### src/rtl/operand_fwd_mux.sv
// -----------------------------------------------------------------------------
// operand_fwd_mux
//
// EX-stage operand forwarding selector. It picks one of NSRC WIDTH-bit sources
// as the ALU operand. Source 0 is the register-file operand. Sources
// 1..NSRC-1 are forwarding paths.
//
// The block has three pieces of state:
//   - an optional output register (REG_OUT=1) with stall hold and flush;
//   - detection of a select value with no matching source;
//   - a saturating count of forwarded operand uses, for perf monitoring.
//
// Parameters
//   WIDTH   : data width of each source and of out_data
//   NSRC    : number of sources (2..16)
//   SELW    : select width, 2**SELW >= NSRC
//   CNTW    : width of fwd_count
//   REG_OUT : 1 = registered output stage, 0 = combinational output
//
// Ports
//   clk       : rising-edge clock
//   rst       : asynchronous active-high reset
//   in_data   : packed sources, source k at [k*WIDTH +: WIDTH]
//   sel       : source select
//   in_valid  : operand this cycle is real (not a bubble)
//   stall     : hold the output stage
//   flush     : kill the output stage contents
//   cnt_clr   : synchronous clear of fwd_count
//   out_data  : selected operand
//   out_valid : out_data is real
//   sel_err   : last accepted select was >= NSRC
//   fwd_count : saturating count of accepted operands with sel != 0
// -----------------------------------------------------------------------------
module operand_fwd_mux #(
    parameter int WIDTH   = 32,
    parameter int NSRC    = 4,
    parameter int SELW    = 2,
    parameter int CNTW    = 16,
    parameter bit REG_OUT = 1'b1
) (
    input  logic                  clk,
    input  logic                  rst,
    input  logic [NSRC*WIDTH-1:0] in_data,
    input  logic [SELW-1:0]       sel,
    input  logic                  in_valid,
    input  logic                  stall,
    input  logic                  flush,
    input  logic                  cnt_clr,
    output logic [WIDTH-1:0]      out_data,
    output logic                  out_valid,
    output logic                  sel_err,
    output logic [CNTW-1:0]       fwd_count
);

    // Unpack the flat source bus into an array so that selection reads cleanly.
    logic [WIDTH-1:0] src [NSRC];

    generate
        for (genvar gi = 0; gi < NSRC; gi++) begin : g_unpack
            assign src[gi] = in_data[gi*WIDTH +: WIDTH];
        end
    endgenerate

    // A select with no matching source falls back to the register-file
    // operand, so the ALU still gets a sane value while the error is flagged.
    logic sel_oor;
    assign sel_oor = (32'(sel) >= 32'(NSRC));

    logic [WIDTH-1:0] pick;
    always_comb begin
        pick = src[0];
        for (int k = 1; k < NSRC; k++) begin
            if (32'(sel) == 32'(k)) begin
                pick = src[k];
            end
        end
    end

    // An operand is consumed only when it is real, the stage is not held,
    // and the stage is not being killed.
    logic accept;
    logic fwd_hit;
    assign accept  = in_valid & ~stall & ~flush;
    assign fwd_hit = accept & (sel != '0);

    // Forwarding-use counter. It saturates instead of wrapping, so a long run
    // never reads back as a small value. A clear wins over a same-cycle hit.
    logic [CNTW-1:0] cnt_reg;

    always_ff @(posedge clk or posedge rst) begin
        if (rst) begin
            cnt_reg <= '0;
        end else if (cnt_clr) begin
            cnt_reg <= '0;
        end else if (fwd_hit && (cnt_reg != {CNTW{1'b1}})) begin
            cnt_reg <= cnt_reg + {{(CNTW-1){1'b0}}, 1'b1};
        end
    end

    assign fwd_count = cnt_reg;

    generate
        if (REG_OUT) begin : g_reg_out
            logic [WIDTH-1:0] data_reg;
            logic             valid_reg;
            logic             err_reg;

            // Priority: flush > stall > load. A bubble (in_valid=0) clears
            // valid but keeps the last real data on the bus.
            always_ff @(posedge clk or posedge rst) begin
                if (rst) begin
                    data_reg  <= '0;
                    valid_reg <= 1'b0;
                    err_reg   <= 1'b0;
                end else if (flush) begin
                    data_reg  <= '0;
                    valid_reg <= 1'b0;
                    err_reg   <= 1'b0;
                end else if (!stall) begin
                    valid_reg <= in_valid;
                    err_reg   <= in_valid & sel_oor;
                    if (in_valid) begin
                        data_reg <= pick;
                    end
                end
            end

            assign out_data  = data_reg;
            assign out_valid = valid_reg;
            assign sel_err   = err_reg;
        end else begin : g_comb_out
            // Legacy zero-latency path. Stall has no effect here. It only
            // gates the counter through accept.
            assign out_data  = pick;
            assign out_valid = in_valid & ~flush;
            assign sel_err   = in_valid & sel_oor;
        end
    endgenerate

endmodule

### config.mk
export PLATFORM = sky130hd
export DESIGN_NAME = operand_fwd_mux
export DESIGN_NICKNAME = d
export VERILOG_FILES = /design/src/rtl/operand_fwd_mux.sv
export SDC_FILE = /design/constraint.sdc
export NUM_CORES = 1
export LEC_CHECK = 0
export BUFFER_PORTS_ARGS = -buffer_cell sky130_fd_sc_hd__buf_2
export CORE_MARGIN = 2
export CORE_UTILIZATION = 45
export CTS_CLUSTER_SIZE = 14
export DETAILED_ROUTE_END_ITERATION = 12
export PLACE_DENSITY = 0.87
export SYNTH_ARGS = -nofsm -noshare
export SYNTH_HDL_FRONTEND = slang
export SYNTH_SLANG_ARGS = --single-unit
export TNS_END_PERCENT = 50
### constraint.sdc
create_clock -name clk -period 2.98 [get_ports clk]
set_input_delay 0.596 -clock clk [delete_from_list [all_inputs] [get_ports clk]]
set_output_delay 0.596 -clock clk [all_outputs]
set_load 0.01 [all_outputs]
==> impl_metrics.ini, run 1 <==
[run_status]
status = finished, final reports clean

[placed_design]
globalplace.congestion = 0.857
dp.final_hpwl_microns = 6540
placement.io_buffers = 184

[worst_setup_path]
crit_path_start = flush
crit_path_buffers_inverters = 1
critical_path.cell_chain = buf_2 > or3b_4 > or4_4 > nor4_1 > mux2_2
cp_max_fo = 11
critical-path-slowest-cell = sky130_fd_sc_hd__or4_4
timing.critical_path.slowest_cell_delay_ns = 0.62
register_to_register_path_depth = 5
criticalPathCategory = in2reg
worst_setup_path_start_kind = input port
crit_required_ns = 3.17
worst-endpoint-arrival_ns = 2.50
worst_reg_to_reg_setup_slack_ns = 0.96
r2r-start = fwd_count[0]
setup.worst_path.end_class = flop
cp_num_cells = 5
setup.worst_path.end = fwd_count[15]
critical_path.top_delay_family = simple AND/OR/NAND/NOR gates
capturing_point_of_the_worst_reg2reg_path = fwd_count[2]

[cells_and_area]
layout.area.seq_sq_um = 1230
post_route_cells_drive_above_1_share = 0.602
most_frequent_cells_in_the_layout = sky130_fd_sc_hd__buf_2, sky130_fd_sc_hd__dfrtp_1, sky130_fd_sc_hd__mux4_2, sky130_fd_sc_hd__a22o_1
layout.core_utilization = 0.652
antenna_cells_inserted = 0
layout_commonest_cell = sky130_fd_sc_hd__buf_2
finish.net_count = 534
fill_cells = 493
area_delta_synth_final_pct = 38.2
multi_input_area_sq_um = 1530

[drt]
route.detailed.vias_per_inst = 5.81
first_iter_violations = 159
drc_errors = 0
routed_wire_length_per_instance_microns = 17.3
postRouteAntennaNets = 0
drt_first_pass_iters = 4
routed-via-count = 2743
drt-total-wl_microns = 8180

[sta]
finalMaxSlewViolations = 0
rsz0062_at_grt = false
tns_ns = 0
final.setup_skew_ns = 0.00595
timing.fmax_mhz = 433
fin_crit_sh = 0.776
timing_worst_slew_pin_value_ns = 1.01
layout_min_cycle_time_ns = 2.31
final_hold_viol_count = 0
setup_viol = 0
max-slew-margin-rel = 0.324

[clock_network]
tritoncts = done
worst_setup_hold_path_clk_slew_ns = 0.09
postCtsSetupBuffers = 0
cts.sinks = 49
max-clock-path-buffers = 2
cts_hold_buf = 0
worst_skew_pair.late_latency_ns = 0.29
clock_tree.root_cell = sky130_fd_sc_hd__clkbuf_8
cts.repair.resized = 0
number_of_h_tree_levels = 2
numCtsBuffers = 5

[global_routing]
overflow = 0
antenna_found_initial = 0
globalRouteMet3Util = 0.0445
grt_usage = 0.241
grt_use_met1 = 0.290
grt_pass1_vias = 2850
use_met2 = 0.430
grt_max_degree = 50
global_route_wire_length_before_repair_microns = 13500
grt_busiest_layer = met2

[synthesis]
mappedNetlistArea_sq_um = 2850
syn-instance-count = 217
synth-main-ff-cell = sky130_fd_sc_hd__dfrtp_1
sequential_cell_area_fraction_in_the_yosys_report = 0.431
synth-async-reset-ratio = 1.00
ys_types = 39
synth_warnings = 0
synth_enable_flop_cells = 0
avgSynthCellArea_sq_um = 13.1
mappedNetlistNets = 354
synth-seq-cells = 49

[floorplan]
die_height_microns = 83.5
std_cell_rows = 28
initial_utilization = 0.472
design.die.area_sq_um = 6970
top_level_ports = 186
core_area_sq_um = 6030
die-width_microns = 83.5

[min_path]
holdCritStartpoint = out_data[0]
holdCritPathClass = reg2reg
hold-path-cell-count = 1

[power]
irDropWorstVdd_mv = 0.223
power_density_relative_to_cell_area_nw_per_um2 = 354
p_leak_nw = 2.03

[job]
cap_viol_max_count = 0
[final cells by class]
| class | count | share of cell area |
|---|---|---|
| flip-flops and latches | 49 | 0.312 |
| multi-input cells | 146 | 0.390 |
| well taps | 75 | 0.0239 |
| clock buffers | 7 | 0.0220 |
| repair buffers | 192 | 0.250 |
| inverters | 3 | 0.00286 |
[per-layer routing]
layer / share of wire / vias up
met2: 0.55 / 141
met5: 0 / -
met1: 0.35 / 1332
met4: 0.029 / 0
li1: - / 1255
met3: 0.070 / 15
[how the worst min path moves through the flow]
stage	slack (ns)	to
after global placement	0.48	out_data[6]
after CTS	0.50	out_valid
after floorplan	0.53	out_data[0]
final	0.50	out_data[0]
after detailed placement	0.49	out_data[21]
after global routing	0.52	out_data[15]
[power by group]
part | switching (mW) | leakage, nW | internal [mW]
logic | 0.128 | 1.31 | 0.172
clock network | 0.204 | 0.0443 | 0.184
registers | 0.0144 | 0.671 | 0.690
total | 0.347 | 2.03 | 1.05
[worst reg2reg max path, delay by kind of cell, from the launching register on]
| kind | cells | cell delay, ns |
|---|---|---|
| mux | 1 | 0.33 |
| simple gates | 3 | 0.94 |
| flops | 1 | 0.44 |
| fa+ha+maj | 1 | 0.21 |
[kinds of logic (layout without fill, tap and decap cells)]
kind of cell	count (synthesis)	after routing	synth area share
AO/OA/AOI/OAI	57	57	0.157
AND/OR/NAND/NOR	51	51	0.104
flip-flops	49	49	0.431
multiplexers	36	36	0.269
buffers and inverters	22	202	0.0330
adder cells (fa/ha/maj)	1	1	0.00440
other	1	1	0.00132
[registers in the layout (all words and copies together), names as in the netlist]
signal / count
out_data: 32
out_valid: 1
fwd_count: 16
[cell usage after synthesis (2+ instances only)]
cell type / n / area, sq um
sky130_fd_sc_hd__and3_1: 4 / 25.0
sky130_fd_sc_hd__o21ai_0: 3 / 15.0
sky130_fd_sc_hd__nor2b_1: 4 / 25.0
sky130_fd_sc_hd__inv_1: 3 / 11.3
sky130_fd_sc_hd__nor4_1: 4 / 25.0
sky130_fd_sc_hd__buf_1: 4 / 15.0
sky130_fd_sc_hd__nand2_1: 4 / 15.0
sky130_fd_sc_hd__o41ai_1: 2 / 17.5
sky130_fd_sc_hd__clkbuf_1: 13 / 48.8
sky130_fd_sc_hd__o311ai_0: 2 / 17.5
sky130_fd_sc_hd__dfrtp_1: 49 / 1230
sky130_fd_sc_hd__nand4_1: 5 / 31.3
sky130_fd_sc_hd__or4_1: 4 / 30.0
sky130_fd_sc_hd__a21oi_1: 8 / 40.0
sky130_fd_sc_hd__mux4_2: 32 / 721
sky130_fd_sc_hd__mux2_2: 4 / 45.0
sky130_fd_sc_hd__a22o_1: 32 / 280
sky130_fd_sc_hd__or3_1: 2 / 12.5
sky130_fd_sc_hd__o31ai_1: 3 / 22.5
sky130_fd_sc_hd__nor3_1: 2 / 10.0
sky130_fd_sc_hd__nand3_1: 7 / 35.0
sky130_fd_sc_hd__nor2_1: 9 / 33.8
[stage by stage]
stage	setup WS (ns)	instance area, sq um	total power [mW]	instances	hold WS, ns
finish	0.669	3930	1.39	472	0.503
global route	0.605	3930	1.47	472	0.524
CTS	0.687	3930	1.41	472	0.503
detailed placement	0.357	3840	1.02	465	0.485
global placement	0.471	3840	1.01	465	0.485
floorplan	0.578	2850	0.879	217	0.533
Power figures use the tool's default switching activity.
==> run 2, diff against run 1 <==
--- a/config.mk
+++ b/config.mk
@@ -7,10 +7,10 @@
 export LEC_CHECK = 0
 export BUFFER_PORTS_ARGS = -buffer_cell sky130_fd_sc_hd__buf_2
 export CORE_MARGIN = 2
-export CORE_UTILIZATION = 45
+export CORE_UTILIZATION = 43
 export CTS_CLUSTER_SIZE = 14
 export DETAILED_ROUTE_END_ITERATION = 12
-export PLACE_DENSITY = 0.87
+export PLACE_DENSITY = 0.84
 export SYNTH_ARGS = -nofsm -noshare
 export SYNTH_HDL_FRONTEND = slang
 export SYNTH_SLANG_ARGS = --single-unit
==> constraint.sdc (replaced) <==
create_clock -name clk -period 2.2 [get_ports clk]
set_input_delay 0.44 -clock clk [delete_from_list [all_inputs] [get_ports clk]]
set_output_delay 0.44 -clock clk [all_outputs]
set_load 0.01 [all_outputs]
==> impl_metrics.ini, run 2 (synthesized netlist as in run 1, its figures left out) <==
[sta]
final_hold_viol_count = 0
timing.fmax_mhz = 500
max-slew-margin-rel = 0.610
tns_ns = 0
tightest_hold_margin_ns = 0.196
setup_viol = 0
finalMaxSlewViolations = 0
layout_min_cycle_time_ns = 2.00
final.setup_skew_ns = 0.0142
timing_worst_slew_pin_value_ns = 0.580
rsz0062_at_grt = false
fin_crit_sh = 0.909

[global_routing]
grt_pass1_vias = 2797
grt_max_degree = 34
global_route_wire_length_before_repair_microns = 13200
grt_usage = 0.229
antenna_found_initial = 0
overflow = 0

[drt]
drc_errors = 0
postRouteAntennaNets = 0
drt_first_pass_iters = 4
first_iter_violations = 149
drt-total-wl_microns = 8350
routed_wire_length_per_instance_microns = 17.4
routed-via-count = 2813
route.detailed.vias_per_inst = 5.85

[clock_network]
postCtsSetupBuffers = 0
clock_tree.root_cell = sky130_fd_sc_hd__clkbuf_8
tritoncts = done
worst_setup_hold_path_clk_slew_ns = 0.09
max-clock-path-buffers = 2
cts_hold_buf = 0
worst_skew_pair.late_latency_ns = 0.30
cts.sinks = 49
numCtsBuffers = 5
cts.repair.resized = 0
number_of_h_tree_levels = 2

[power]
p_leak_nw = 2.07
fin_total_pwr_mw = 2.04
power_density_relative_to_cell_area_nw_per_um2 = 506
irDropWorstVdd_mv = 0.299

[floorplan]
die-width_microns = 85.3
design.die.area_sq_um = 7280
core_area_sq_um = 6390
die_height_microns = 85.3
std_cell_rows = 29
initial_utilization = 0.446
top_level_ports = 186

[worst_setup_path]
critical-path-slowest-cell = sky130_fd_sc_hd__or4_1
cp_max_fo = 6
worst_setup_path_start_kind = flop
worst-endpoint-arrival_ns = 2.19
timing.critical_path.slowest_cell_delay_ns = 0.60
criticalPathCategory = reg2reg
register_to_register_path_depth = 5
setup.worst_path.end_class = flop
critical_path.cell_chain = ha_1 > nand4_1 > or4_1 > nand3_1 > mux2_2
worst_reg_to_reg_setup_slack_ns = 0.20
crit_required_ns = 2.39

[cells_and_area]
layout.area.seq_sq_um = 1230
fin_cells = 481
layout_commonest_cell = sky130_fd_sc_hd__buf_2
post_route_cells_drive_above_1_share = 0.611
final_area_sq_um = 4030
multi_input_area_sq_um = 1540
fill_cells = 529
largest_register_ffs = 32
most_frequent_cells_in_the_layout = sky130_fd_sc_hd__buf_2, sky130_fd_sc_hd__dfrtp_1, sky130_fd_sc_hd__mux4_2, sky130_fd_sc_hd__a22o_1, sky130_fd_sc_hd__buf_4
antenna_cells_inserted = 0
finish.net_count = 540
area_delta_synth_final_pct = 41.6

[placed_design]
place_area_sq_um = 3910
dp.final_hpwl_microns = 6700
placement.io_buffers = 184
globalplace.congestion = 0.881
dp_cells = 473

[min_path]
holdCritPathClass = in2async

[job]
cap_viol_max_count = 0

[run_status]
status = finished, final reports clean
==> run 2: changes by cell type in the layout (fill, tap and decap cells not counted) <==
cell | before | now
sky130_fd_sc_hd__buf_12 | 0 | 1
sky130_fd_sc_hd__buf_4 | 8 | 13
sky130_fd_sc_hd__nor4_1 | 4 | 3
sky130_fd_sc_hd__nor4_2 | 0 | 1
sky130_fd_sc_hd__bufinv_16 | 0 | 1
==> run 2: through the flow <==
| stage | worst slack [ns] | utilization |
|---|---|---|
| floorplan | 0.0176 | - |
| global placement | -0.0492 | 0.612 |
| detailed placement | -0.0819 | 0.612 |
| CTS | 0.196 | 0.631 |
| global route | 0.0364 | 0.631 |
| finish | 0.200 | 0.631 |
==> run 2: metal layers <==
| metal | up-vias | share of wire | GRT usage |
|---|---|---|---|
| met5 | - | 0 | 0 |
| met4 | 0 | 0.031 | 0.0837 |
| met3 | 22 | 0.056 | 0.0379 |
| met2 | 126 | 0.53 | 0.404 |
| met1 | 1402 | 0.38 | 0.282 |
| li1 | 1263 | - | - |
==> run 2: cell type report <==
class	count	share of cell area
sequential	49	0.304
clock inverter	1	0.00746
timing repair buffer	198	0.258
inverter	3	0.00280
clock buffer	7	0.0214
tap	77	0.0239
multi-input combinational	146	0.382
==> run 2: path summary, 6_finish.rpt <==
path	startpoint	endpoint
max in group asynchronous	rst	fwd_count[6]
min in group clk	flush	out_valid
hold / removal	rst	out_data[10]
setup / recovery	fwd_count[0]	fwd_count[2]
hold reg to reg	out_data[0]	out_data[0]
setup reg to reg	fwd_count[0]	fwd_count[2]
==> run 2: critical path, delay by kind of cell, from the launching register on <==
kind                     cells  cell delay, ns
AND/OR/NAND/NOR              3            0.91
flip-flops                   1            0.44
multiplexers                 1            0.33
adder cells (fa/ha/maj)      1            0.22
==> run 2: power breakdown <==
group / switching (mW) / total [mW] / internal [mW]
Clock: 0.291 / 0.662 / 0.371
Combinational: 0.179 / 0.421 / 0.242
Sequential: 0.0204 / 0.955 / 0.934
